--- src/rtl/datapath_pkg.sv ---
// Shared definitions for the Fibonacci controller/datapath pair: opcodes,
// bus-drive patterns, flag bit positions and the bus-pattern decoder.
package datapath_pkg;

  localparam logic [7:0] OP_NOP = 8'h00;
  localparam logic [7:0] OP_AND = 8'h01;
  localparam logic [7:0] OP_OR  = 8'h02;
  localparam logic [7:0] OP_XOR = 8'h03;
  localparam logic [7:0] OP_ADD = 8'h05;
  localparam logic [7:0] OP_SUB = 8'h09;
  localparam logic [7:0] OP_MOV = 8'h0D;

  localparam logic [3:0] BUF_IMM = 4'b0001;
  localparam logic [3:0] BUF_ALU = 4'b1110;

  localparam int FLAG_C = 3;
  localparam int FLAG_Z = 2;
  localparam int FLAG_N = 1;
  localparam int FLAG_V = 0;

  // Source of the write-back bus for one captured control word.
  typedef enum logic [1:0] {
    PATH_NONE,
    PATH_IMM,
    PATH_ALU,
    PATH_BAD
  } path_e;

  function automatic path_e decode_path(input logic [3:0] buff_ctrl);
    case (buff_ctrl)
      BUF_IMM: return PATH_IMM;
      BUF_ALU: return PATH_ALU;
      default: return PATH_BAD;
    endcase
  endfunction

endpackage

--- src/rtl/reg_file_16x16.sv ---
// Register file: two asynchronous read ports, one synchronous write port,
// synchronous bulk clear (which beats a same-edge write) and async reset.
module reg_file_16x16 #(
  parameter  int WIDTH = 16,
  parameter  int NREGS = 16,
  localparam int AW    = $clog2(NREGS)
) (
  input  logic             clk,
  input  logic             reset,
  input  logic             clear,
  input  logic             we,
  input  logic [AW-1:0]    waddr,
  input  logic [WIDTH-1:0] wdata,
  input  logic [AW-1:0]    raddr1,
  input  logic [AW-1:0]    raddr2,
  output logic [WIDTH-1:0] rdata1,
  output logic [WIDTH-1:0] rdata2
);

  logic [WIDTH-1:0] mem [NREGS];

  // NOTE: the array is reset on purpose -- the architecture guarantees every
  // register reads 0 after reset, so this must be flops, not an inferred RAM.
  always_ff @(posedge clk or posedge reset) begin
    if (reset) begin
      for (int i = 0; i < NREGS; i++) mem[i] <= '0;
    end else if (clear) begin
      for (int i = 0; i < NREGS; i++) mem[i] <= '0;
    end else if (we) begin
      mem[waddr] <= wdata;
    end
  end

  assign rdata1 = mem[raddr1];
  assign rdata2 = mem[raddr2];

endmodule

--- src/rtl/fib_datapath.sv ---
// Two-stage execution datapath: S1 captures the control word and operands
// (bypassed from S2), S2 executes and writes back at the following edge.
module fib_datapath
  import datapath_pkg::*;
#(
  parameter  int WIDTH = 16,
  parameter  int NREGS = 16,
  localparam int AW    = $clog2(NREGS)
) (
  input  logic             clk,
  input  logic             reset,
  input  logic [WIDTH-1:0] initial_r,
  input  logic [AW-1:0]    reg_write,
  input  logic [AW-1:0]    reg_read1,
  input  logic [AW-1:0]    reg_read2,
  input  logic [7:0]       alu_op,
  input  logic [3:0]       buff_ctrl,
  input  logic             reg_reset,
  input  logic             reg_write_en,
  output logic [WIDTH-1:0] result,
  output logic             result_valid,
  output logic [3:0]       flags,
  output logic             bus_err
);

  path_e            s1_path;
  logic [7:0]       s1_op;
  logic [AW-1:0]    s1_dst;
  logic             s1_wen;
  logic [WIDTH-1:0] s1_imm, s1_a, s1_b;

  logic [WIDTH-1:0] rd1, rd2, a_fwd, b_fwd;
  logic [WIDTH-1:0] alu_y, s2_data;
  logic [WIDTH:0]   sum;
  logic             alu_c, alu_v, alu_act, alu_arith;
  logic             s2_commit, s2_write;
  logic [3:0]       flags_next;

  reg_file_16x16 #(.WIDTH(WIDTH), .NREGS(NREGS)) u_rf (
    .clk    (clk),
    .reset  (reset),
    .clear  (reg_reset),
    .we     (s2_write),
    .waddr  (s1_dst),
    .wdata  (s2_data),
    .raddr1 (reg_read1),
    .raddr2 (reg_read2),
    .rdata1 (rd1),
    .rdata2 (rd2)
  );

  // NOTE: every output of a combinational block gets a default first, so no
  // path through the case leaves a variable unassigned and infers a latch.
  always_comb begin
    alu_y     = '0;
    alu_c     = 1'b0;
    alu_v     = 1'b0;
    alu_act   = 1'b0;
    alu_arith = 1'b0;
    sum       = '0;
    case (s1_op)
      OP_AND: begin alu_y = s1_a & s1_b; alu_act = 1'b1; end
      OP_OR:  begin alu_y = s1_a | s1_b; alu_act = 1'b1; end
      OP_XOR: begin alu_y = s1_a ^ s1_b; alu_act = 1'b1; end
      OP_MOV: begin alu_y = s1_a;        alu_act = 1'b1; end
      OP_ADD: begin
        sum       = {1'b0, s1_a} + {1'b0, s1_b};
        alu_y     = sum[WIDTH-1:0];
        alu_c     = sum[WIDTH];
        alu_v     = (s1_a[WIDTH-1] == s1_b[WIDTH-1]) && (alu_y[WIDTH-1] != s1_a[WIDTH-1]);
        alu_act   = 1'b1;
        alu_arith = 1'b1;
      end
      OP_SUB: begin
        // Carry out of A + ~B + 1 is the inverted borrow.
        sum       = {1'b0, s1_a} + {1'b0, ~s1_b} + {{WIDTH{1'b0}}, 1'b1};
        alu_y     = sum[WIDTH-1:0];
        alu_c     = sum[WIDTH];
        alu_v     = (s1_a[WIDTH-1] != s1_b[WIDTH-1]) && (alu_y[WIDTH-1] != s1_a[WIDTH-1]);
        alu_act   = 1'b1;
        alu_arith = 1'b1;
      end
      default: ;
    endcase
  end

  assign s2_commit = (s1_path == PATH_IMM) || ((s1_path == PATH_ALU) && alu_act);
  assign s2_data   = (s1_path == PATH_IMM) ? s1_imm : alu_y;
  assign s2_write  = s2_commit && s1_wen;

  // The op retiring at this edge is the newest producer; readers take its data.
  assign a_fwd = (s2_write && (s1_dst == reg_read1)) ? s2_data : rd1;
  assign b_fwd = (s2_write && (s1_dst == reg_read2)) ? s2_data : rd2;

  always_comb begin
    flags_next = flags;
    if ((s1_path == PATH_ALU) && alu_act) begin
      flags_next[FLAG_Z] = (alu_y == '0);
      flags_next[FLAG_N] = alu_y[WIDTH-1];
      if (alu_arith) begin
        flags_next[FLAG_C] = alu_c;
        flags_next[FLAG_V] = alu_v;
      end
    end
  end

  // NOTE: clocked state uses non-blocking assignments only, so every flop
  // samples pre-edge values regardless of block ordering in simulation.
  always_ff @(posedge clk or posedge reset) begin
    if (reset) begin
      s1_path <= PATH_NONE;
      s1_op   <= OP_NOP;
      s1_dst  <= '0;
      s1_wen  <= 1'b0;
      s1_imm  <= '0;
      s1_a    <= '0;
      s1_b    <= '0;
    end else begin
      s1_path <= reg_reset ? PATH_NONE : decode_path(buff_ctrl);
      s1_op   <= alu_op;
      s1_dst  <= reg_write;
      s1_wen  <= reg_write_en;
      s1_imm  <= initial_r;
      s1_a    <= a_fwd;
      s1_b    <= b_fwd;
    end
  end

  always_ff @(posedge clk or posedge reset) begin
    if (reset) begin
      result       <= '0;
      result_valid <= 1'b0;
      flags        <= '0;
      bus_err      <= 1'b0;
    end else begin
      result_valid <= s2_write && !reg_reset;
      if (s2_commit) result <= s2_data;
      flags <= flags_next;
      if (s1_path == PATH_BAD) bus_err <= 1'b1;
    end
  end

endmodule

--- config.mk ---
export PLATFORM = sky130hd
export DESIGN_NAME = fib_datapath
export DESIGN_NICKNAME = d
export VERILOG_FILES = /design/src/rtl/datapath_pkg.sv /design/src/rtl/reg_file_16x16.sv /design/src/rtl/fib_datapath.sv
export SDC_FILE = /design/constraint.sdc
export NUM_CORES = 1
export LEC_CHECK = 0
export ABC_AREA = 1
export CAP_MARGIN = 5
export CORE_UTILIZATION = 25
export CTS_BUF_LIST = sky130_fd_sc_hd__clkbuf_16
export DETAILED_ROUTE_END_ITERATION = 6
export GPL_TIMING_DRIVEN = 0
export MAX_ROUTING_LAYER = met4
export PLACE_DENSITY = 0.47
export SYNTH_ARGS = -nofsm -noshare
export SYNTH_HDL_FRONTEND = slang
export SYNTH_HIERARCHICAL = 1
export SYNTH_SLANG_ARGS = --single-unit
--- constraint.sdc ---
create_clock -name clk -period 16.35 [get_ports clk]
set_input_delay 1.635 -clock clk [delete_from_list [all_inputs] [get_ports clk]]
set_output_delay 1.635 -clock clk [all_outputs]
set_load 0.01 [all_outputs]
Word-level counts from Yosys, hierarchy flattened --
Cells that the tools add are included.
Word-level totals: output and inout port bits 22, logic and storage cells 95, RAM bits 0, ROM bits 0, register bits 341, bits in latches 0, memories kept 0
Cells by class: divide/modulo/power cells 0, order comparisons 4, multipliers 0, multiplexer cells 21, $add $sub $neg 3, shift operators 0, eq/ne operators 17, bitwise operators 7, reductions and logical operators 15
Operator list (count):
- $mux W256 | 2
- $bwmux W256 | 1
- $bmux W16 S4 | 2
- $mux W16 | 8
- $pmux W16 S6 | 1
- $demux W16 S4 | 1
- $add A16 B16 Y17 | 2
- $add A17 B1 Y17 const B | 1
- $and A16 B16 Y16 | 1
- $eq A8 B2 Y1 const B | 2
- $eq A8 B4 Y1 const B | 2
- $logic_not A16 Y1 | 1
- $not A16 Y16 | 1
- $or A16 B16 Y16 | 1
- $xor A16 B16 Y16 | 1
- $ge A5 B5 Y1 const B | 3
- $not A4 Y5 | 3
- $eq A4 B4 Y1 | 2
- $eq A8 B1 Y1 const B | 1
- $eq A8 B3 Y1 const B | 1
- $logic_and A1 B1 Y1 | 8
- $reduce_or A6 Y1 | 1
- $lt A5 B1 Y1 const B | 1
- $eq A2 B2 Y1 const B | 2
- 14 further kinds | 18

Depth between registers and ports, before layout --
Gate-level depths: netlist of run 1.
word-level depth 8, mapped depth 21, depth with buffers taken out 19

By module --
The synthesis of run 1 kept the hierarchy.
Modules (own cells, without submodules):
- reg_file_16x16 | cells an instance 2001, area each 14681.6 µm², times used 1
- fib_datapath | cells an instance 953, area each 6397.4 µm², times used 1

Least setup slack after synthesis of run 1 --
OpenSTA, ideal clock, no wires.
kind input -> register, start input port reg_read2[3], end register s1_b[14], slack 13.682 ns, required time 16.232 ns, path buffers 2, stages on the path 7, library setup time 0.118 ns, arrival time 2.550 ns, cell sequence xor2_1 nor4_1 nand2_2 buf_6 buf_6 nand2_1 nand2_1
On the way: longest elaborated chain between the ends 5, elaborated cells on any way between the ends 7, classes of those cells 1 x eq/ne; 4 x mux; 1 x bitwise; 1 x reduce/logical
Ends and longest elaborated chain:
- start, declared | line fib_datapath.sv:15 | input logic [AW-1:0] reg_read2,
- $not A4 Y5 (not written as such) | line reg_file_16x16.sv:35 | assign rdata2 = mem[raddr2];
- $bmux W16 S4 | line reg_file_16x16.sv:35
- $mux W16 (not written as such) (2 in series) | line reg_file_16x16.sv:35
- $mux W16 (*) | line fib_datapath.sv:93 | assign b_fwd = (s2_write && (s1_dst == reg_read2)) ? s2_data : rd2;
- via b_fwd[14] | line fib_datapath.sv:32 | logic [WIDTH-1:0] rd1, rd2, a_fwd, b_fwd;
- end signal, assigned | line fib_datapath.sv:125 | s1_b <= b_fwd;
- end, declared | line fib_datapath.sv:30 | logic [WIDTH-1:0] s1_imm, s1_a, s1_b;
Mark *: on every way through the listed nets, which the timed path passes. The rest lies on a longest branch. The select of a mux whose other input is x is not followed. A chain may end at the register's enable or synchronous reset.

Final worst setup path of run 1 --
start register s1_a[9], end register u_rf/mem[79] (netlist bit)
On the way: longest elaborated chain between the ends 7, elaborated cells on any way between the ends 8, classes of those cells 3 x add/sub; 5 x mux
Ends and longest elaborated chain:
- start, declared | line fib_datapath.sv:30
- start signal, assigned | line fib_datapath.sv:124 | s1_a <= a_fwd;
- $add A16 B16 Y17 | line fib_datapath.sv:76 | sum = {1'b0, s1_a} + {1'b0, ~s1_b} + {{WIDTH{1'b0}}, 1'b1};
- $add A17 B1 Y17 | line fib_datapath.sv:76
- $pmux W16 S6 (*) | line fib_datapath.sv:61 | case (s1_op)
- $mux W16 (*) | line fib_datapath.sv:88 | assign s2_data = (s1_path == PATH_IMM) ? s1_imm : alu_y;
- via s2_data[15] | line fib_datapath.sv:33 | logic [WIDTH-1:0] alu_y, s2_data;
- $bwmux W256 (*) | line reg_file_16x16.sv:30 | mem[waddr] <= wdata;
- $mux W256 (*) | line reg_file_16x16.sv:29 | end else if (we) begin
- $mux W256 (*) | line reg_file_16x16.sv:27 | end else if (clear) begin
- end signal, assigned by index | line reg_file_16x16.sv:30
- end, declared | line reg_file_16x16.sv:20 | logic [WIDTH-1:0] mem [NREGS];
Marks and branches as above.

==> results of run 1 <==
==> cells in the final DEF (no fill, tap or decap), drive strengths merged, types with 2 or more instances in the layout <==
master and n:
fa 2, nand4 12, buf 146, bufinv 8
a31oi 8, clkbuf 84, clkinvlp 4, o211ai 2
o21ai 31, dfrtp 341, clkdlybuf4s50 65, and2 3
a21oi 20, ha 53, nor3 7, xor2 8
o22ai 262, inv 415, o21bai 3, nand2 933
nand3b 5, nand3 551, clkinv 19, or2 5
nor2 109, nor4 2
==> path summary, 6_finish.rpt <==
kind                              start            end  slack [ps]  depth (start not counted)
max in group asynchronous         reset  u_rf/mem[157]       13850                          3
worst max-delay path            s1_a[9]   u_rf/mem[79]       12390                         16
worst min-delay path            bus_err        bus_err         470                          1
min in group asynchronous         reset   u_rf/mem[38]        1580                          2
worst max register to register  s1_a[9]   u_rf/mem[79]       12390                         16
worst min register to register  bus_err        bus_err         470                          1
==> kinds of logic (layout without fill, tap and decap cells) <==
family          after synthesis  count (layout)  synth area share
buf+inv                     589             741             0.123
simple gates               1628            1628             0.338
other cells                   0               1                 0
flops                       341             341             0.405
compound gates              333             333            0.0982
xor+xnor                      8               8           0.00332
fa+ha+maj                    55              55            0.0334
==> per-layer routing <==
layer | GRT usage | part of all wire
met5 | - | 0
met4 | 0.101 | 0.047
met3 | 0.0348 | 0.075
met2 | 0.359 | 0.45
met1 | 0.301 | 0.43
==> critical path, stage by stage, from the launching register on <==
cell	delay (ps)
sky130_fd_sc_hd__dfrtp_1	390
sky130_fd_sc_hd__inv_1	70
sky130_fd_sc_hd__ha_1	270
sky130_fd_sc_hd__clkbuf_1	400
sky130_fd_sc_hd__nand2_1	170
sky130_fd_sc_hd__nor2_1	260
sky130_fd_sc_hd__and2_1	170
sky130_fd_sc_hd__nand2_1	60
sky130_fd_sc_hd__nand2_1	100
sky130_fd_sc_hd__nand2_1	60
sky130_fd_sc_hd__nand3_1	70
sky130_fd_sc_hd__nand2_1	50
sky130_fd_sc_hd__nor2_1	260
sky130_fd_sc_hd__a21boi_1	230
sky130_fd_sc_hd__nand2_1	400
sky130_fd_sc_hd__clkbuf_1	620
sky130_fd_sc_hd__o22ai_1	210
==> through the flow <==
| step | instances | area, sq um | power, mW |
|---|---|---|---|
| after CTS | 4186 | 24700 | 2.41 |
| final | 4187 | 24700 | 2.39 |
| after global routing | 4186 | 24700 | 2.49 |
| after detailed placement | 4102 | 23200 | 1.34 |
| after global placement | 4099 | 23100 | 1.34 |
| after floorplan | 2954 | 21100 | 1.16 |
==> sequential cells by signal, summed over array words and instances, names as in the netlist <==
signal and flops:
u_rf/mem 256, result 16, s1_a 16, s1_b 16
s1_imm 16, s1_op 8, flags 4, s1_dst 4
s1_path 2, bus_err 1, result_valid 1, s1_wen 1
==> final cells by class <==
| type | instances | area [sq um] |
|---|---|---|
| sequential | 341 | 8530 |
| multi-input combinational | 2024 | 9960 |
| clock inverter | 39 | 432 |
| tap | 1080 | 1350 |
| buffer | 182 | 1060 |
| antenna | 1 | 2.50 |
| clock buffer | 45 | 1130 |
| inverter | 407 | 1540 |
| timing repair buffer | 68 | 733 |
| fill | 9200 | 58800 |
==> report_power, final <==
group / internal (mW) / switching (mW)
clock: 0.632 / 0.422
sequential: 0.864 / 0.0154
combinational: 0.132 / 0.323
==> out/results.txt, run 1 <==
The number of violations of the max-capacitance limit was 0; the all-layer global routing usage was 0.232. Relative to the synthesized area, the layout overhead comes to 17.3%. Buffers added to address setup during post-CTS repair amount to 0. The ratio of final minimum period to clock period was 0.242. Setup repair after global routing left no endpoint under its margin.

VDD sags by at most 0.0641 mV. In this run the power density over the cells is 96.6 nW/um^2. The logs give 7 for the detailed-router iteration count before antenna repair and 0 for the number of buffers inserted for hold repair after clock tree synthesis. After synthesis, the netlist uses 43 different library cells. The count of nets left with antenna violations once routing finished came out at 0.

The detailed-route vias per instance was 5.12; the number of top-level pins was 66. Worst setup path category: reg -> reg. The total wirelength of the detailed-routed design is 97800 um, and the area of the placeable core is 83600 sq um. The effective utilization at floorplan came out at 0.252. On the final layout, the worst clock skew is 36.5 ps. For the final routed database, the setup TNS stands at 0 ps. The number of nets in the synthesized netlist is 3053. The final reports fail on DRC. The startpoint type of the worst setup path was a flop. The pre-CTS worst setup slack was 12080 ps; the synthesized area divided by synthesized cell count was 7.14 sq um.

The clock period could shrink to 3960 ps. The run gives 71900 um as the detailed placement HPWL. The die is 292 um tall. The run gives 0.160 as the worst slew margin relative to its limit. The longest clock path from root to sink contains 3 buffers. The area of the mapped netlist was 21100 sq um; the share of Yosys cell area claimed by the top area cell type was 0.405. At the end of routability-driven placement, the weighted congestion stood at 0.976.

The tools report the number of endpoints with negative hold slack in the final report as 0. For this block, the via count after detailed routing is 21.4k. Clock network latency to the later pin of the worst-skew pair: 620 ps.

Setup violations remaining at the end of the flow were counted as 0. The worst path arrival time was 4400 ps. Yosys instantiated no cell more often than sky130_fd_sc_hd__nand2_1. In the synthesized netlist the dominant register cell turns out to be sky130_fd_sc_hd__dfrtp_1. In this run the number of H-tree levels came out at 2. The tree built by TritonCTS fans out to 341 sinks. The synthesized design contains 0 enable-type register cells. The first routing iteration left 2436 violations. The quantity of gates resized following cts was 0.

The tools report the core utilization of the finished layout as 0.296. The path class of the tightest hold or removal check is reg -> reg. The run gives 3168 as the number of nets in the final layout. Fraction of layout instances using a drive strength above 1: 0.0934. The flow ran to the end, but the final reports show violations. The tools report the number of global-route vias before repair as 20.5k.

For this run the aggregate overflow at the end of global routing stands at 0. The number of CTS-inserted buffers is 45, and the number of port buffers is 65. The number of antenna violations at the first check in global routing is 0, and the final worst hold slack is 467 ps.

By area the synthesized netlist is led by sky130_fd_sc_hd__dfrtp_1, sky130_fd_sc_hd__nand2_1, sky130_fd_sc_hd__nand3_1. The critical path capture point type is a flop. Post-synthesis async set-or-reset flop share: 1.00. The maximum net fanout on the critical path came out at 10. The number of pins exceeding their max-slew limit in the final report is 0. Counting instances in the post-synthesis netlist gives the leading cell types as sky130_fd_sc_hd__nand2_1, sky130_fd_sc_hd__nand3_1, sky130_fd_sc_hd__inv_1, sky130_fd_sc_hd__dfrtp_1, sky130_fd_sc_hd__o22ai_1. The remaining routing DRC violations came out at 10. The tools report the final worst slack as 12390 ps. The floorplan has 106 rows. The sequential cell area fraction in the yosys report was 0.405; the post-CTS clock slew at the launch and capture registers of the worst setup and hold paths was 60 ps.

Static timing analysis puts the maximum clock frequency at 0.253 GHz. The run gives 103 as the pin count of the biggest net entering global routing. Transition time of the tightest slew-check pin: 1260 ps.

Synthesis handed over a netlist of 2954 instances. Reported leakage power: 12.4 nW. The tree is rooted in a sky130_fd_sc_hd__clkbuf_16. The logs give 143000 um for the first-pass GRT wire length and 16790 ps for the worst endpoint required time.

The post-synthesis sequential element count is 341. The library cell occupying the most area in the post-synthesis netlist is sky130_fd_sc_hd__dfrtp_1. For this run, the number of Yosys warnings is 6. TritonCTS built the clock tree. The chip width was 292 um. Dividing the detail-routed wire length by the instance count gives 23.4 um. The die covers 85500 sq um.
Note: power is estimated with default switching activity, not from simulation.
==> run 2: changes to the inputs <==
Clock period 16.35 ns to 3.7 ns, I/O delays scaled along.
==> run 2 against run 1 <==
Effect of this change: the run now ends clean; critical endpoint is now u_rf/mem[158]; highest routed layer unchanged; sequential power increased to 4.4 times the previous value; setup slack got worse by 12000 ps; die area unchanged; hold slack lost 280 ps; global-route usage is 0.18 points lower.
==> out/results.txt, run 2 (same netlist as run 1, synthesis figures left out) <==
The per-cell routed wire length was 23.0 um (was 23.4 um). The logs give 270 ps (was 12390 ps) for the register-to-register setup slack and 21.3k (was 21.4k) for the via count of the routed design. The critical path capture point type is a flop (unchanged).

The number of top-level pins was 66 (unchanged). The number of port buffers was 65 (unchanged). TritonCTS built the clock tree. The run gives 24800 sq um (was 24700 sq um) as the final instance area.

The path type of the worst min-delay path is in -> reg (was reg -> reg). The final estimated routing congestion in global placement was 0.954 (was 0.976). Worst setup path category: reg -> reg (unchanged).

Series of cell instances along the critical path: ha_1 > inv_1 > fa_1 > inv_1 > nand3_1 > nand2_1 > nand2_1 > nand2_1 > nand4_1 > nand2_1 > nand2_1 > nand3_1 > nand4_1 > and2_1 > nand2_2 > buf_4 > o22ai_1 (was inv_1 > ha_1 > clkbuf_1 > nand2_1 > nor2_1 > and2_1 > nand2_1 > nand2_1 > nand2_1 > nand3_1 > nand2_1 > nor2_1 > a21boi_1 > nand2_1 > clkbuf_1 > o22ai_1). The number of cell instances on the worst register-to-register path came out at 17 (was 16). For the number of standard cells in the final layout excluding fillers, the log shows 4188 (was 4187). Count of buffering cells on the critical path with inverters included: 3 (unchanged). The worst flop-to-flop path startpoint was s1_b[0] (was s1_a[9]).

The flow ran to the end, and the final reports show no timing, DRC or antenna violations. The tools report the worst voltage drop across the vdd grid as 0.287 mV (was 0.0641 mV). The worst min-delay path endpoint is s1_dst[0] (was bus_err). For the number of instances in the placed design, the log shows 4107 (was 4102). The run gives 3172 (was 3168) as the number of nets in the final layout. The tools report the detailed-router iteration count before antenna repair as 6 (was 7). The worst-case clock skew is 45.0 ps (was 36.5 ps), and the core utilization of the finished layout is 0.297 (was 0.296). The antenna violation net count after detailed routing was 0 (unchanged); the chip height was 292 um (unchanged). Top library cells by usage in the layout, fill and taps aside: sky130_fd_sc_hd__nand2_1, sky130_fd_sc_hd__nand3_1, sky130_fd_sc_hd__inv_1, sky130_fd_sc_hd__dfrtp_1, sky130_fd_sc_hd__o22ai_1 (unchanged). For the detailed placement HPWL, the log shows 71900 um (about the same).

The count of routing violations after the opening detailed-route iteration came out at 2465 (was 2436). The critical-path cell with the highest stage delay was sky130_fd_sc_hd__fa_1 (was sky130_fd_sc_hd__clkbuf_1). The maximum net fanout on the critical path was 10 (unchanged).

The largest register by flop count is u_rf/mem (unchanged). The worst slew margin relative to its limit is 0.198 (was 0.160). The tools report the number of violations of the max-capacitance limit as 0 (unchanged). The tools report the effective utilization at floorplan as 0.252 (unchanged). Leading cell type in the layout, fill and taps excluded: sky130_fd_sc_hd__nand2_1 (unchanged). Beginning of the worst hold path: reg_write[0] (was bus_err).

Number of flip-flops in the largest register: 256 (unchanged). Ratio of final minimum period to clock period: 0.927 (was 0.242). For the first-pass GRT wire length, the log shows 142000 um (was 143000 um).

The maximum buffer depth of the clock tree was 3 (unchanged); the largest stage delay on the critical path was 390 ps (was 620 ps). The number of global-route vias before repair is 20.6k (was 20.5k), and the remaining routing DRC violations is 0 (was 10). The worst endpoint required time came out at 4190 ps (was 16790 ps). The chip width was 292 um (unchanged). The most frequent cell on the critical path was sky130_fd_sc_hd__nand2_1 (unchanged). The die area was 85500 sq um (unchanged). Startpoint type of the worst setup path: a flop (unchanged).

The number of fillers in the final layout is 9228 (was 9200). The tools report the total global routing overflow as 0 (unchanged). Family of cells with the greatest summed delay on the critical path: simple AND/OR/NAND/NOR gates (unchanged). Power density over the cells: 425 nW/um^2 (was 96.6 nW/um^2). Post-CTS clock slew at the launch and capture registers of the worst setup and hold paths: 60 ps (about the same). The number of cell rows is 106 (unchanged), and the detailed-route vias per instance is 5.08 (was 5.12).

The hold-critical path depth was 1 (unchanged); the all-layer global routing usage was 0.230 (was 0.232). The number of antenna violations at the first check in global routing is 1 (was 0), and the total design power is 10.5 mW (was 2.39 mW). The final critical-path required period was 3430 ps (was 3960 ps).

The tools report the number of setup violations in the final report as 0 (unchanged). The placed standard-cell area is 23300 sq um (was 23200 sq um). The final worst hold slack came out at 190 ps (was 467 ps). Setup repair after global routing left no endpoint under its margin. Area growth from synthesis to final layout: 17.7% (was 17.3%). The area of the placeable core was 83600 sq um (unchanged); the reported leakage power was 12.4 nW (about the same). The total wirelength of the detailed-routed design was 96200 um (was 97800 um); the count of clock tree sinks was 341 (unchanged). For the number of endpoints with negative hold slack in the final report, the log shows 0 (unchanged). The number of CTS-inserted buffers was 45 (unchanged). The reg-to-reg endpoint was u_rf/mem[158] (was u_rf/mem[79]). The pin count of the biggest net entering global routing is 59 (was 103), and the deepest level of the CTS H-tree is 2 (unchanged).

The clock network latency to the later pin of the worst-skew pair was 620 ps (about the same). The run gives 0 (unchanged) as the number of pins exceeding their max-slew limit in the final report. The clock tree root buffer cell is sky130_fd_sc_hd__clkbuf_16 (unchanged). The fraction of layout instances using a drive strength above 1 is 0.0969 (was 0.0934), and the maximum clock frequency is 0.292 GHz (was 0.253 GHz). The transition time of the tightest slew-check pin was 1200 ps (was 1260 ps); the worst path arrival time was 3920 ps (was 4400 ps).
==> run 2: layer usage <==
layer / up-vias / part of all wire / GRT usage
met1: 10300 / 0.42 / 0.298
met3: 231 / 0.078 / 0.0338
li1: 9849 / - / -
met2: 948 / 0.45 / 0.360
met5: - / 0 / -
met4: 0 / 0.045 / 0.0945
==> run 2: stage by stage <==
step	setup WS, ps	TNS, ps
3_5_place_dp	-212	-2000
3_3_place_gp	-2410	-679130
5_1_grt	1.27	0
2_1_floorplan	-41.6	-10660
4_1_cts	26.0	0
6_report	270	0
==> run 2: power by group <==
| part | internal [mW] | switching [mW] |
|---|---|---|
| sequential | 3.82 | 0.0680 |
| clock | 2.79 | 1.86 |
| combinational | 0.594 | 1.42 |
| total | 7.20 | 3.34 |
==> run 2: how the worst max path moves through the flow <==
| stage | depth (start not counted) | to | startpoint | slack [ps] |
|---|---|---|---|---|
| final | 17 | u_rf/mem[158] | s1_b[0] | 270 |
| after global routing | 19 | u_rf/mem[253] | s1_a[10] | 1 |
| after CTS | 17 | u_rf/mem[110] | s1_b[0] | 30 |
| after detailed placement | 16 | u_rf/mem[47] | s1_a[9] | -210 |
| after global placement | 2 | u_rf/mem[185] | reset | -2410 |
| after floorplan | 1 | u_rf/mem[0] | reset | -40 |
==> run 2: repair_timing <==
item                                    4_1_cts  5_1_grt
gates resized for setup                       2        9
pin swaps                                     0        1
cloned                                        0        0
setup buffers                                 0        0
endpoints found under the setup margin       10       53
hold buffers                                  0        0
==> run 2: area by class of cell <==
type	count	area (sq um)	share of cell area
Clock inverter	36	418	0.0168
Timing Repair Buffer	73	818	0.0330
Buffer	181	1060	0.0427
Antenna cell	1	2.50	0.000101
Inverter	407	1530	0.0618
Sequential cell	341	8530	0.344
Tap cell	1080	1350	0.0544
Multi-Input combinational cell	2024	9980	0.402
Clock buffer	45	1130	0.0454
==> run 3: changes to the inputs <==
Settings changed: SYNTH_HIERARCHICAL 1 to unset.
==> run 3 against run 2 <==
Effect of this change: routed wire length grew 10%; clock power decreased by 9.3%; setup slack got worse by 200 ps; largest power group unchanged; synthesized cell count fell by 6.4%; non-clock buffer count grew 15.
==> out/results.txt, run 3 <==
The flow ran to the end, and the final reports show no timing, DRC or antenna violations. The run gives 104 (was 106) as the number of cell rows. Critical path capture point type: a flop (unchanged). The tools report the startpoint type of the worst setup path as a primary input (was a flop).

For the number of top-level pins, the log shows 66 (unchanged). The final estimated routing congestion in global placement was 1.02 (was 0.954); the all-layer global routing usage was 0.263 (was 0.230). The cell count after synthesis was 2765 (was 2954). Leading cell type in the layout, fill and taps excluded: sky130_fd_sc_hd__nand2_1 (unchanged).

For the number of instances in the placed design, the log shows 3898 (was 4107). The post-CTS clock slew at the launch and capture registers of the worst setup and hold paths is 70 ps (was 60 ps). The tools report the remaining routing DRC violations as 0 (unchanged).

The clock network latency to the later pin of the worst-skew pair came out at 620 ps (about the same). The deepest level of the CTS H-tree was 2 (unchanged); the final critical-path required period was 3630 ps (was 3430 ps). The die area is 82500 sq um (was 85500 sq um), and the number of violations of the max-capacitance limit is 0 (unchanged). Reg-to-reg endpoint: s1_b[15] (was u_rf/mem[158]). The via count of the routed design was 21.3k (about the same); the number of pins exceeding their max-slew limit in the final report was 0 (unchanged). Library cell occupying the most area in the post-synthesis netlist: sky130_fd_sc_hd__dfrtp_1 (unchanged). For the number of endpoints with negative hold slack in the final report, the log shows 0 (unchanged).

The logs give 20300 sq um (was 21100 sq um) for the area of the mapped netlist and 151000 um (was 142000 um) for the first-pass GRT wire length. The worst setup path category is in -> reg (was reg -> reg). The power density over the cells came out at 421 nW/um^2 (was 425 nW/um^2). The clock tree root buffer cell is sky130_fd_sc_hd__clkbuf_16 (unchanged).

Total wirelength of the detailed-routed design: 106000 um (was 96200 um). The area growth from synthesis to final layout was 17.9% (was 17.7%). The fraction of layout instances using a drive strength above 1 was 0.0750 (was 0.0969).

The tools report the number of antenna violations at the first check in global routing as 3 (was 1). The number of flip-flops in the largest register works out to 256 (unchanged). The ratio of final minimum period to clock period is 0.980 (was 0.927). The tools report the effective utilization at floorplan as 0.253 (was 0.252).

The portion of total power attributed to sequential cells is 0.385 (was 0.369). The footprint of the multi-input gates was 10200 sq um (was 9980 sq um); the worst-case clock skew was 47.5 ps (was 45.0 ps). Worst voltage drop across the vdd grid: 0.295 mV (was 0.287 mV). The worst slew margin relative to its limit was 0.184 (was 0.198). For the count of routing violations after the opening detailed-route iteration, the log shows 2787 (was 2465). Top area cells in the synthesized netlist: sky130_fd_sc_hd__dfrtp_1, sky130_fd_sc_hd__nand2_1, sky130_fd_sc_hd__o21ai_0 (was sky130_fd_sc_hd__dfrtp_1, sky130_fd_sc_hd__nand2_1, sky130_fd_sc_hd__nand3_1). The per-cell routed wire length is 26.6 um (was 23.0 um), and the number of standard cells in the final layout excluding fillers is 3983 (was 4188). Combined flip-flop and latch cell area: 8530 sq um (unchanged). The area of the placeable core was 80500 sq um (was 83600 sq um); the synthesized area divided by synthesized cell count was 7.36 sq um (was 7.14 sq um). Post-synthesis sequential element count: 341 (unchanged). Worst flop-to-flop path startpoint: s1_a[6] (was s1_b[0]).

Number of global-route vias before repair: 20.7k (was 20.6k). The reported leakage power is 10.8 nW (was 12.4 nW), and the chip height is 287 um (was 292 um). The run gives 49 (was 43) as the post-synthesis cell type count. Top library cells by usage in the layout, fill and taps aside: sky130_fd_sc_hd__nand2_1, sky130_fd_sc_hd__o21ai_0, sky130_fd_sc_hd__dfrtp_1, sky130_fd_sc_hd__nor2_1, sky130_fd_sc_hd__inv_1 (was sky130_fd_sc_hd__nand2_1, sky130_fd_sc_hd__nand3_1, sky130_fd_sc_hd__inv_1, sky130_fd_sc_hd__dfrtp_1, sky130_fd_sc_hd__o22ai_1).

Antenna violation net count after detailed routing: 0 (unchanged). The number of nets in the final layout came out at 2986 (was 3172). The count of flip-flops with a built-in enable after synthesis is 0 (unchanged), and the number of setup violations in the final report is 0 (unchanged). The post-synthesis async set-or-reset flop share works out to 1.00 (unchanged). Prevailing post-synth register cell: sky130_fd_sc_hd__dfrtp_1 (unchanged). TritonCTS built the clock tree. The proportion of total power due to net switching works out to 0.332 (was 0.317).

The run gives 0 (unchanged) as the total global routing overflow. Pin count of the biggest net entering global routing: 38 (was 59). Combinational share of power: 0.198 (was 0.191).

The number of synthesis warnings is 0 (was 6). The largest register by flop count was u_rf.mem (was u_rf/mem). Share of Yosys cell area claimed by the top area cell type: 0.419 (was 0.405).

The tools report the final instance area as 24000 sq um (was 24800 sq um). Setup repair after global routing left no endpoint under its margin. The detailed placement HPWL was 78900 um (was 71900 um); the maximum buffer depth of the clock tree was 3 (unchanged). The path type of the worst min-delay path is in -> async (was in -> reg). The chip width is 287 um (was 292 um), and the pre-CTS worst setup slack is -425 ps (was -212 ps). The proportion of power drawn by the clock network is 0.416 (was 0.440), and the net count of the mapped netlist is 2862 (was 3053). The register-to-register setup slack came out at 140 ps (was 270 ps). The logs give 4120 ps (was 4190 ps) for the worst endpoint required time and 341 (unchanged) for the count of clock tree sinks. The number of CTS-inserted buffers was 41 (was 45); the transition time of the tightest slew-check pin was 1220 ps (was 1200 ps). The placed standard-cell area came out at 22500 sq um (was 23300 sq um). The detailed-route vias per instance works out to 5.36 (was 5.08). The number of cell instances on the worst register-to-register path was 16 (was 17); the number of buffers inserted for hold repair after clock tree synthesis was 0 (unchanged). Most numerous cell in the Yosys netlist: sky130_fd_sc_hd__nand2_1 (unchanged).

The sequential cell area fraction in the yosys report is 0.419 (was 0.405). Launch point of the worst path: reg_read1[1] (was s1_b[0]). Maximum clock frequency: 0.276 GHz (was 0.292 GHz). The maximum net fanout on the critical path came out at 10 (unchanged). Leading cell types by count after synthesis: sky130_fd_sc_hd__nand2_1, sky130_fd_sc_hd__o21ai_0, sky130_fd_sc_hd__dfrtp_1, sky130_fd_sc_hd__nor2_1, sky130_fd_sc_hd__inv_1 (was sky130_fd_sc_hd__nand2_1, sky130_fd_sc_hd__nand3_1, sky130_fd_sc_hd__inv_1, sky130_fd_sc_hd__dfrtp_1, sky130_fd_sc_hd__o22ai_1).

The number of port buffers is 63 (was 65). Final worst slack: 73.6 ps (was 270 ps). The switching power total came out at 3.36 mW (was 3.34 mW). Number of fillers in the final layout: 8856 (was 9228). For the detailed-router iteration count before antenna repair, the log shows 6 (unchanged). The internal power component is 6.74 mW (was 7.20 mW).

The worst path arrival time is 4050 ps (was 3920 ps).
run 3: changes by cell type after synthesis, sizes merged, moves of 10 or more:
cell / change
a211oi: +11
a21oi: +60
buf: -74
clkbuf: +80
inv: -198
nand2: -283
nand3: -361
nor2: +211
o211ai: +10
o21ai: +481
o221ai: +63
o22ai: -195
run 3: metal layers:
layer	track usage	vias up	part of all wire
met5	-	-	0
met2	0.385	1214	0.43
met3	0.0575	270	0.099
li1	-	9527	-
met4	0.135	0	0.057
met1	0.339	10300	0.42
run 3: worst max-delay path, cell delays in order:
cell and delay [ps]:
sky130_fd_sc_hd__clkdlybuf4s50_1 640, sky130_fd_sc_hd__clkbuf_1 860, sky130_fd_sc_hd__clkbuf_1 830, sky130_fd_sc_hd__o21ai_0 210
sky130_fd_sc_hd__o221ai_1 360, sky130_fd_sc_hd__nand3_1 270, sky130_fd_sc_hd__nand2_1 210, sky130_fd_sc_hd__nand2_1 70
sky130_fd_sc_hd__o21ai_0 210
run 3: stage by stage:
stage	setup TNS, ps	total power, mW	util	hold slack, ps
floorplan	-419610	5.04	-	401
global placement	-1415090	5.87	0.277	468
detailed placement	-4910	5.89	0.279	474
CTS	0	10.1	0.296	97.4
global route	0	10.4	0.298	126
finish	0	10.1	0.298	104
run 3: logic make-up after synthesis:
family / share of synthesized area
AND/OR/NAND/NOR: 0.246
flip-flops: 0.419
multiplexers: 0.00357
adder cells (fa/ha/maj): 0.0333
XOR/XNOR: 0.000861
AO/OA/AOI/OAI: 0.215
buffers and inverters: 0.0813
run 3: timing repair:
item                                    in CTS  in global routing
buffers inserted                             0                  8
endpoints found under the setup margin      23                 33
pin swaps                                    0                  0
gates resized for setup                      6                  7
run 3: power groups by stage:
| stage | sequential, mW | clock [mW] | combinational [mW] |
|---|---|---|---|
| global placement | 3.96 | 0 | 1.91 |
| detailed placement | 3.96 | 0 | 1.93 |
| global route | 3.90 | 4.41 | 2.14 |
| finish | 3.89 | 4.21 | 2.00 |
| floorplan | 3.94 | 0 | 1.10 |
| CTS | 3.89 | 4.26 | 1.94 |
run 3: final cells by class:
cell class | instances | share of cell area
Multi-Input combinational cell | 2027 | 0.425
Sequential cell | 341 | 0.356
Tap cell | 1060 | 0.0553
Clock buffer | 41 | 0.0428
Timing Repair Buffer | 81 | 0.0387
Buffer | 188 | 0.0365
Inverter | 209 | 0.0329
Clock inverter | 34 | 0.0133
Antenna cell | 2 | 0.000209
run 3: worst max path at each step:
stage | slack [ps] | end
finish | 70 | s1_a[10]
global route | 3 | s1_b[15]
detailed placement | -430 | s1_b[11]
floorplan | -1230 | bus_err
global placement | -4160 | result[1]
CTS | 50 | u_rf.mem[36]
==> variant 1: new RTL, config.mk and constraints of run 2 <==
Add an input register stage for `reg_read2`, with the module's reset; this delays it by one clock. The other inputs are not delayed to match.
--- a/src/rtl/fib_datapath.sv
+++ b/src/rtl/fib_datapath.sv
@@ -25,2 +25,12 @@
 
+  logic [AW-1:0] reg_read2_q;
+
+  always_ff @(posedge clk or posedge reset) begin
+    if (reset) begin
+      reg_read2_q <= '0;
+    end else begin
+      reg_read2_q <= reg_read2;
+    end
+  end
+
   path_e            s1_path;
@@ -46,3 +56,3 @@
     .raddr1 (reg_read1),
-    .raddr2 (reg_read2),
+    .raddr2 (reg_read2_q),
     .rdata1 (rd1),
@@ -92,3 +102,3 @@
   assign a_fwd = (s2_write && (s1_dst == reg_read1)) ? s2_data : rd1;
-  assign b_fwd = (s2_write && (s1_dst == reg_read2)) ? s2_data : rd2;
+  assign b_fwd = (s2_write && (s1_dst == reg_read2_q)) ? s2_data : rd2;
 
Behaviour: not the same (a bounded check fails within 4 cycles, from zero or initial values and one cycle with reset high).
==> variant 1 against run 2 <==
Area after synthesis increased by 2.0%; utilization shrank 0.17 points; non-clock buffer count down 1; first-iteration DRC count down 13%; combinational power is 2% higher; sequential cell count up 4; sequential power grew 1%; count of clock-buffer cells in the layout rose by 1; worst hold slack gained 20 ps; power is 2.9% lower; worst setup slack got worse by 38 ps; wire length decreased by 0.20%; cell area grew 1.3%; critical path type unchanged; largest cell class unchanged; highest routed layer unchanged.
==> variant 1: results (changes against run 2) <==
[timing]
setup_viol=0  ; unchanged
relSlewSlack=0.161  ; -0.0370
clock_skew_ps=31.3  ; -13.7 ps
clock.fmax_mhz=288  ; -1.1%

[cells_and_area]
nFillCells=9443  ; +2.3%
drive_above_1_share=0.110  ; +0.0135
antenna_cells=0  ; -1
final_nets=3185  ; +0.41%

[logic_synthesis]
muxShareOfSynthArea=0  ; unchanged
synth_area_leaders=dfrtp_1 (40%), nand2_1 (16%), nand3_1 (12%), o22ai_1 (7.7%), inv_1 (6.7%)
synth_warnings=6  ; unchanged
syn-num-nets=3066  ; +0.43%
synthXorXnorAreaFrac=0.00285  ; -0.000473
ys_types=47  ; +9.3%
synth-adder-area-share=0.0327  ; -0.000656
synth_compound_area_frac=0.0985  ; +0.000280
yosysSeqAreaShare=0.402  ; -0.00331
synthTopCellsByCount=nand2_1 (901), nand3_1 (533), inv_1 (386), dfrtp_1 (345), o22ai_1 (264)

[setup_path]
critical-path-top-delay-family=simple AND/OR/NAND/NOR gates
cp_slowest_cell=a31oi_1
r2r_cells=8  ; -9
slowest_delay_ps=700  ; +310 ps
arrival_ps=3970  ; +50 ps

[clock_tree]
path_clk_slew_ps=60  ; about the same
cts_resized=0  ; -2
clk_path_buf_depth=3  ; unchanged
clk_latency_ps=600  ; -20 ps
cts_root_buf=clkbuf_16
htree_levels=2  ; unchanged
post-cts-setup-buffers=0  ; unchanged

[global_route]
antenna_found_initial=0  ; -1
grt_pass1_wl_um=140000  ; -1.1%
grt_usage=0.226  ; -0.00414
grt_max_degree=60  ; +1.7%
grt_pass1_vias=20000  ; -2.8%

[detailed_routing]
dr_wl_met3_um=6920  ; -7.6%
drt-initial-drc-count=2137  ; -13%
vias_per_cell=4.93  ; -3.0%
drt_wl_total_um=96000  ; -0.20%
wl_met2_um=43800  ; +0.49%
route.layer.met1.wl_um=41000  ; +0.32%

[power]
total_leakage_power_nw=12.6  ; +1.6%
ir_drop_v=0.000327  ; +14%

[placement]
portBuffers=65  ; unchanged
dpl.hpwl_um=72500  ; +0.76%
gp_congestion=0.979  ; +2.7%

[min_path]
min_path_cells=1  ; unchanged
min_path_type=primary input to flop

[run_status]
status=finished clean

variant 1: changes by cell type after synthesis, sizes merged, moves of 9 or more:
cell / run 2 / this run
buf: 143 / 152
clkbuf: 39 / 29
nand2: 933 / 955
nand3: 551 / 534
nor2: 109 / 118
variant 1: kinds of logic (layout without fill, tap and decap cells):
group | after synthesis | in the layout
fa+ha+maj | 55 | 55
simple gates | 1644 | 1644
compound gates | 329 | 329
buf+inv | 587 | 736
flops | 345 | 345
xor+xnor | 7 | 7
variant 1: cell type report:
class	instances	area share
timing repair buffer	73	0.0325
tap	1144	0.0569
sequential	345	0.343
multi-input combinational	2035	0.406
buffer	180	0.0443
clock buffer	46	0.0458
clock inverter	31	0.00960
inverter	406	0.0618
variant 1: power by group:
group	switching, W	total (W)	internal (W)
Combinational	0.00143	0.00206	0.000629
Sequential	0.0000695	0.00393	0.00386
Clock	0.00179	0.00424	0.00245
variant 1: worst paths after layout:
path | start | to | slack (ps)
setup reg to reg | s1_op[1] | u_rf/mem[226] | 230
hold reg to reg | result[6] | result[6] | 480
setup / recovery | s1_op[1] | u_rf/mem[226] | 230
min in group asynchronous | reset | s1_op[1] | 240
max in group asynchronous | reset | u_rf/mem[156] | 2100
hold / removal | reg_read2[3] | reg_read2_q[3] | 210
variant 1: metrics by stage:
stage	setup WS (ps)	cell area, um2	instances	setup TNS, ps
after global placement	-2260	23600	4176	-651440
final	232	25100	4260	0
after floorplan	-41.6	21500	2967	-10660
after global routing	74.0	25100	4260	0
after detailed placement	239	23800	4184	0
after CTS	217	25200	4261	0
variant 1: per-layer routing:
metal / vias to the layer above / GRT usage
met5: - / -
met4: 0 / 0.0949
met3: 241 / 0.0362
met2: 900 / 0.354
met1: 9996 / 0.289
li1: 9869 / -
variant 1: worst register-to-register path, delay by kind of cell (launching register included):
family,cells,cell delay [ps]
and+or+nand+nor,5,1500
buffers and inverters,1,450
DFF,1,440
AOI/OAI and AO/OA,2,990
==> variant 2: new RTL, settings of run 2 <==
Without the edit above. `NREGS` is set to 16 in 2 places; all go to 8.
--- a/src/rtl/reg_file_16x16.sv
+++ b/src/rtl/reg_file_16x16.sv
@@ -4,3 +4,3 @@
   parameter  int WIDTH = 16,
-  parameter  int NREGS = 16,
+  parameter  int NREGS = 8,
   localparam int AW    = $clog2(NREGS)
--- a/src/rtl/fib_datapath.sv
+++ b/src/rtl/fib_datapath.sv
@@ -6,3 +6,3 @@
   parameter  int WIDTH = 16,
-  parameter  int NREGS = 16,
+  parameter  int NREGS = 8,
   localparam int AW    = $clog2(NREGS)
Interface: changed (resized reg_read1, reg_read2 and reg_write); port bits go from 66 to 63. No check against the original RTL was run, so the function may have changed too.
==> variant 2 against run 2 <==
Maximum frequency about the same; worst setup slack improved by 1.5 ps; cell count decreased by 27%; power decreased by 42%; utilization about the same; sequential cell count decreased by 129; sequential share of layout area decreased by 2.8 points; wire length decreased by 36%; area after synthesis decreased by 32%; synthesized cell count decreased by 26%; cell area decreased by 32%.
==> variant 2: results (changes against run 2) <==
[run_status]
status=finished clean

[logic_synthesis]
synth_warnings=6  ; unchanged
syn-num-nets=2279  ; -25%
synth_area_leaders=dfrtp_1 (37%), nand2_1 (22%), nand3_1 (12%), inv_1 (7.2%), ha_1 (4.6%)
yosysSeqAreaShare=0.370  ; -0.0352
ys_types=39  ; -9.3%
async_flop_share=1.00  ; unchanged
synthTopCellsByCount=nand2_1 (860), nand3_1 (340), inv_1 (274), dfrtp_1 (212), nor2_1 (86)
syn_inst=2183  ; -26%
synth_ff_type=dfrtp_1

[clock_tree]
clk_path_buf_depth=3  ; unchanged
cts_buffers=27  ; -40%
htree_levels=1  ; -1
cts_root_buf=clkbuf_16
path_clk_slew_ps=60  ; about the same
clk_latency_ps=580  ; -40 ps

[cells_and_area]
nFillCells=6377  ; -31%
drive_above_1_share=0.0792  ; -0.0176
largest_register_ff_count=128  ; -50%
regMostFlops=u_rf/mem
final_nets=2375  ; -25%

[placement]
post-place-ws_ps=80.2  ; +292 ps
dpl.hpwl_um=48900  ; -32%
portBuffers=62  ; -4.6%
gp_congestion=0.904  ; -5.2%

[setup_path]
rrSetupSlack_ps=270
critical_path.max_fanout=10  ; unchanged
cp_slowest_cell=dfrtp_1
critical-path-top-delay-family=simple AND/OR/NAND/NOR gates
reg2reg_from=s1_a[3]
arrival_ps=3900  ; -20 ps
r2r_cells=19  ; +2
slowest_delay_ps=420  ; +30 ps
rr_endpoint=u_rf/mem[89]

[detailed_routing]
vias_per_cell=4.67  ; -8.1%
drt-initial-drc-count=1358  ; -45%
firstDrtPassIters=7  ; +1
drt_wl_total_um=61800  ; -36%

[timing]
worst_pin_slew_ps=843  ; -360 ps
clock_skew_ps=35.2  ; -9.77 ps

[global_route]
grt_usage=0.218  ; -0.0123
grt_pass1_wl_um=93100  ; -34%
antenna_found_initial=0  ; -1
grt_pass1_vias=14200  ; -31%
grt_max_degree=67  ; +14%

[min_path]
min_path_type=primary input to async pin

[power]
total_leakage_power_nw=9.08  ; -27%
internal_power_w=0.00411  ; -43%
ir_drop_v=0.000304  ; +5.9%

[variant 2: routing by layer]
layer / routed length, um / global-route usage / part of all wire
met3: 2950 / 0.0209 / 0.048
met2: 28900 / 0.356 / 0.47
met1: 27800 / 0.286 / 0.45
met5: 0 / - / 0
met4: 2160 / 0.0646 / 0.035
[variant 2: cell type report]
| class | count | area, um2 | area share |
|---|---|---|---|
| multi-input combinational | 1567 | 7390 | 0.439 |
| sequential | 212 | 5310 | 0.316 |
| inverter | 294 | 1110 | 0.0660 |
| tap | 756 | 946 | 0.0563 |
| timing repair buffer | 67 | 728 | 0.0433 |
| clock buffer | 27 | 676 | 0.0402 |
| buffer | 110 | 564 | 0.0336 |
| clock inverter | 20 | 92.6 | 0.00551 |
| antenna | 1 | 2.50 | 0.000149 |
[variant 2: power groups by stage]
stage,clock network [W],registers (W),logic (W)
2_1_floorplan,0,0.00250,0.000773
3_3_place_gp,0,0.00251,0.00126
3_5_place_dp,0,0.00252,0.00128
4_1_cts,0.00245,0.00247,0.00129
5_1_grt,0.00253,0.00248,0.00144
6_report,0.00237,0.00247,0.00129
[variant 2: cell families after synthesis]
family	after synthesis	share of synthesized area
AO/OA/AOI/OAI	152	0.0588
XOR/XNOR	8	0.00488
adder cells (fa/ha/maj)	55	0.0490
buffers and inverters	404	0.116
flip-flops	212	0.370
AND/OR/NAND/NOR	1352	0.402
[variant 2: worst max path at each step]
stage | slack, ps | from | cells after the start | endpoint
after detailed placement | 80 | s1_a[3] | 19 | u_rf/mem[89]
after global placement | -420 | reset | 2 | flags[0]
after floorplan | 1160 | reset | 1 | bus_err
final | 270 | s1_a[3] | 19 | u_rf/mem[89]
after CTS | 80 | s1_a[3] | 19 | u_rf/mem[89]
after global routing | 60 | s1_a[4] | 19 | u_rf/mem[61]
[variant 2: timing repair]
action	in CTS	in global routing
setup endpoints to repair	0	5
hold buffers	0	0
resized for setup	0	2
setup buffers	0	0
[variant 2: through the flow]
step                total power (W)  area [um2]  hold WS (ps)  utilization  cells
floorplan                   0.00327       14400           401            -   2183
global placement            0.00378       15900           453        0.281   3001
detailed placement          0.00380       16000           451        0.283   3006
CTS                         0.00621       16800           172        0.297   3053
global route                0.00646       16800           213        0.297   3053
finish                      0.00613       16800           179        0.297   3054
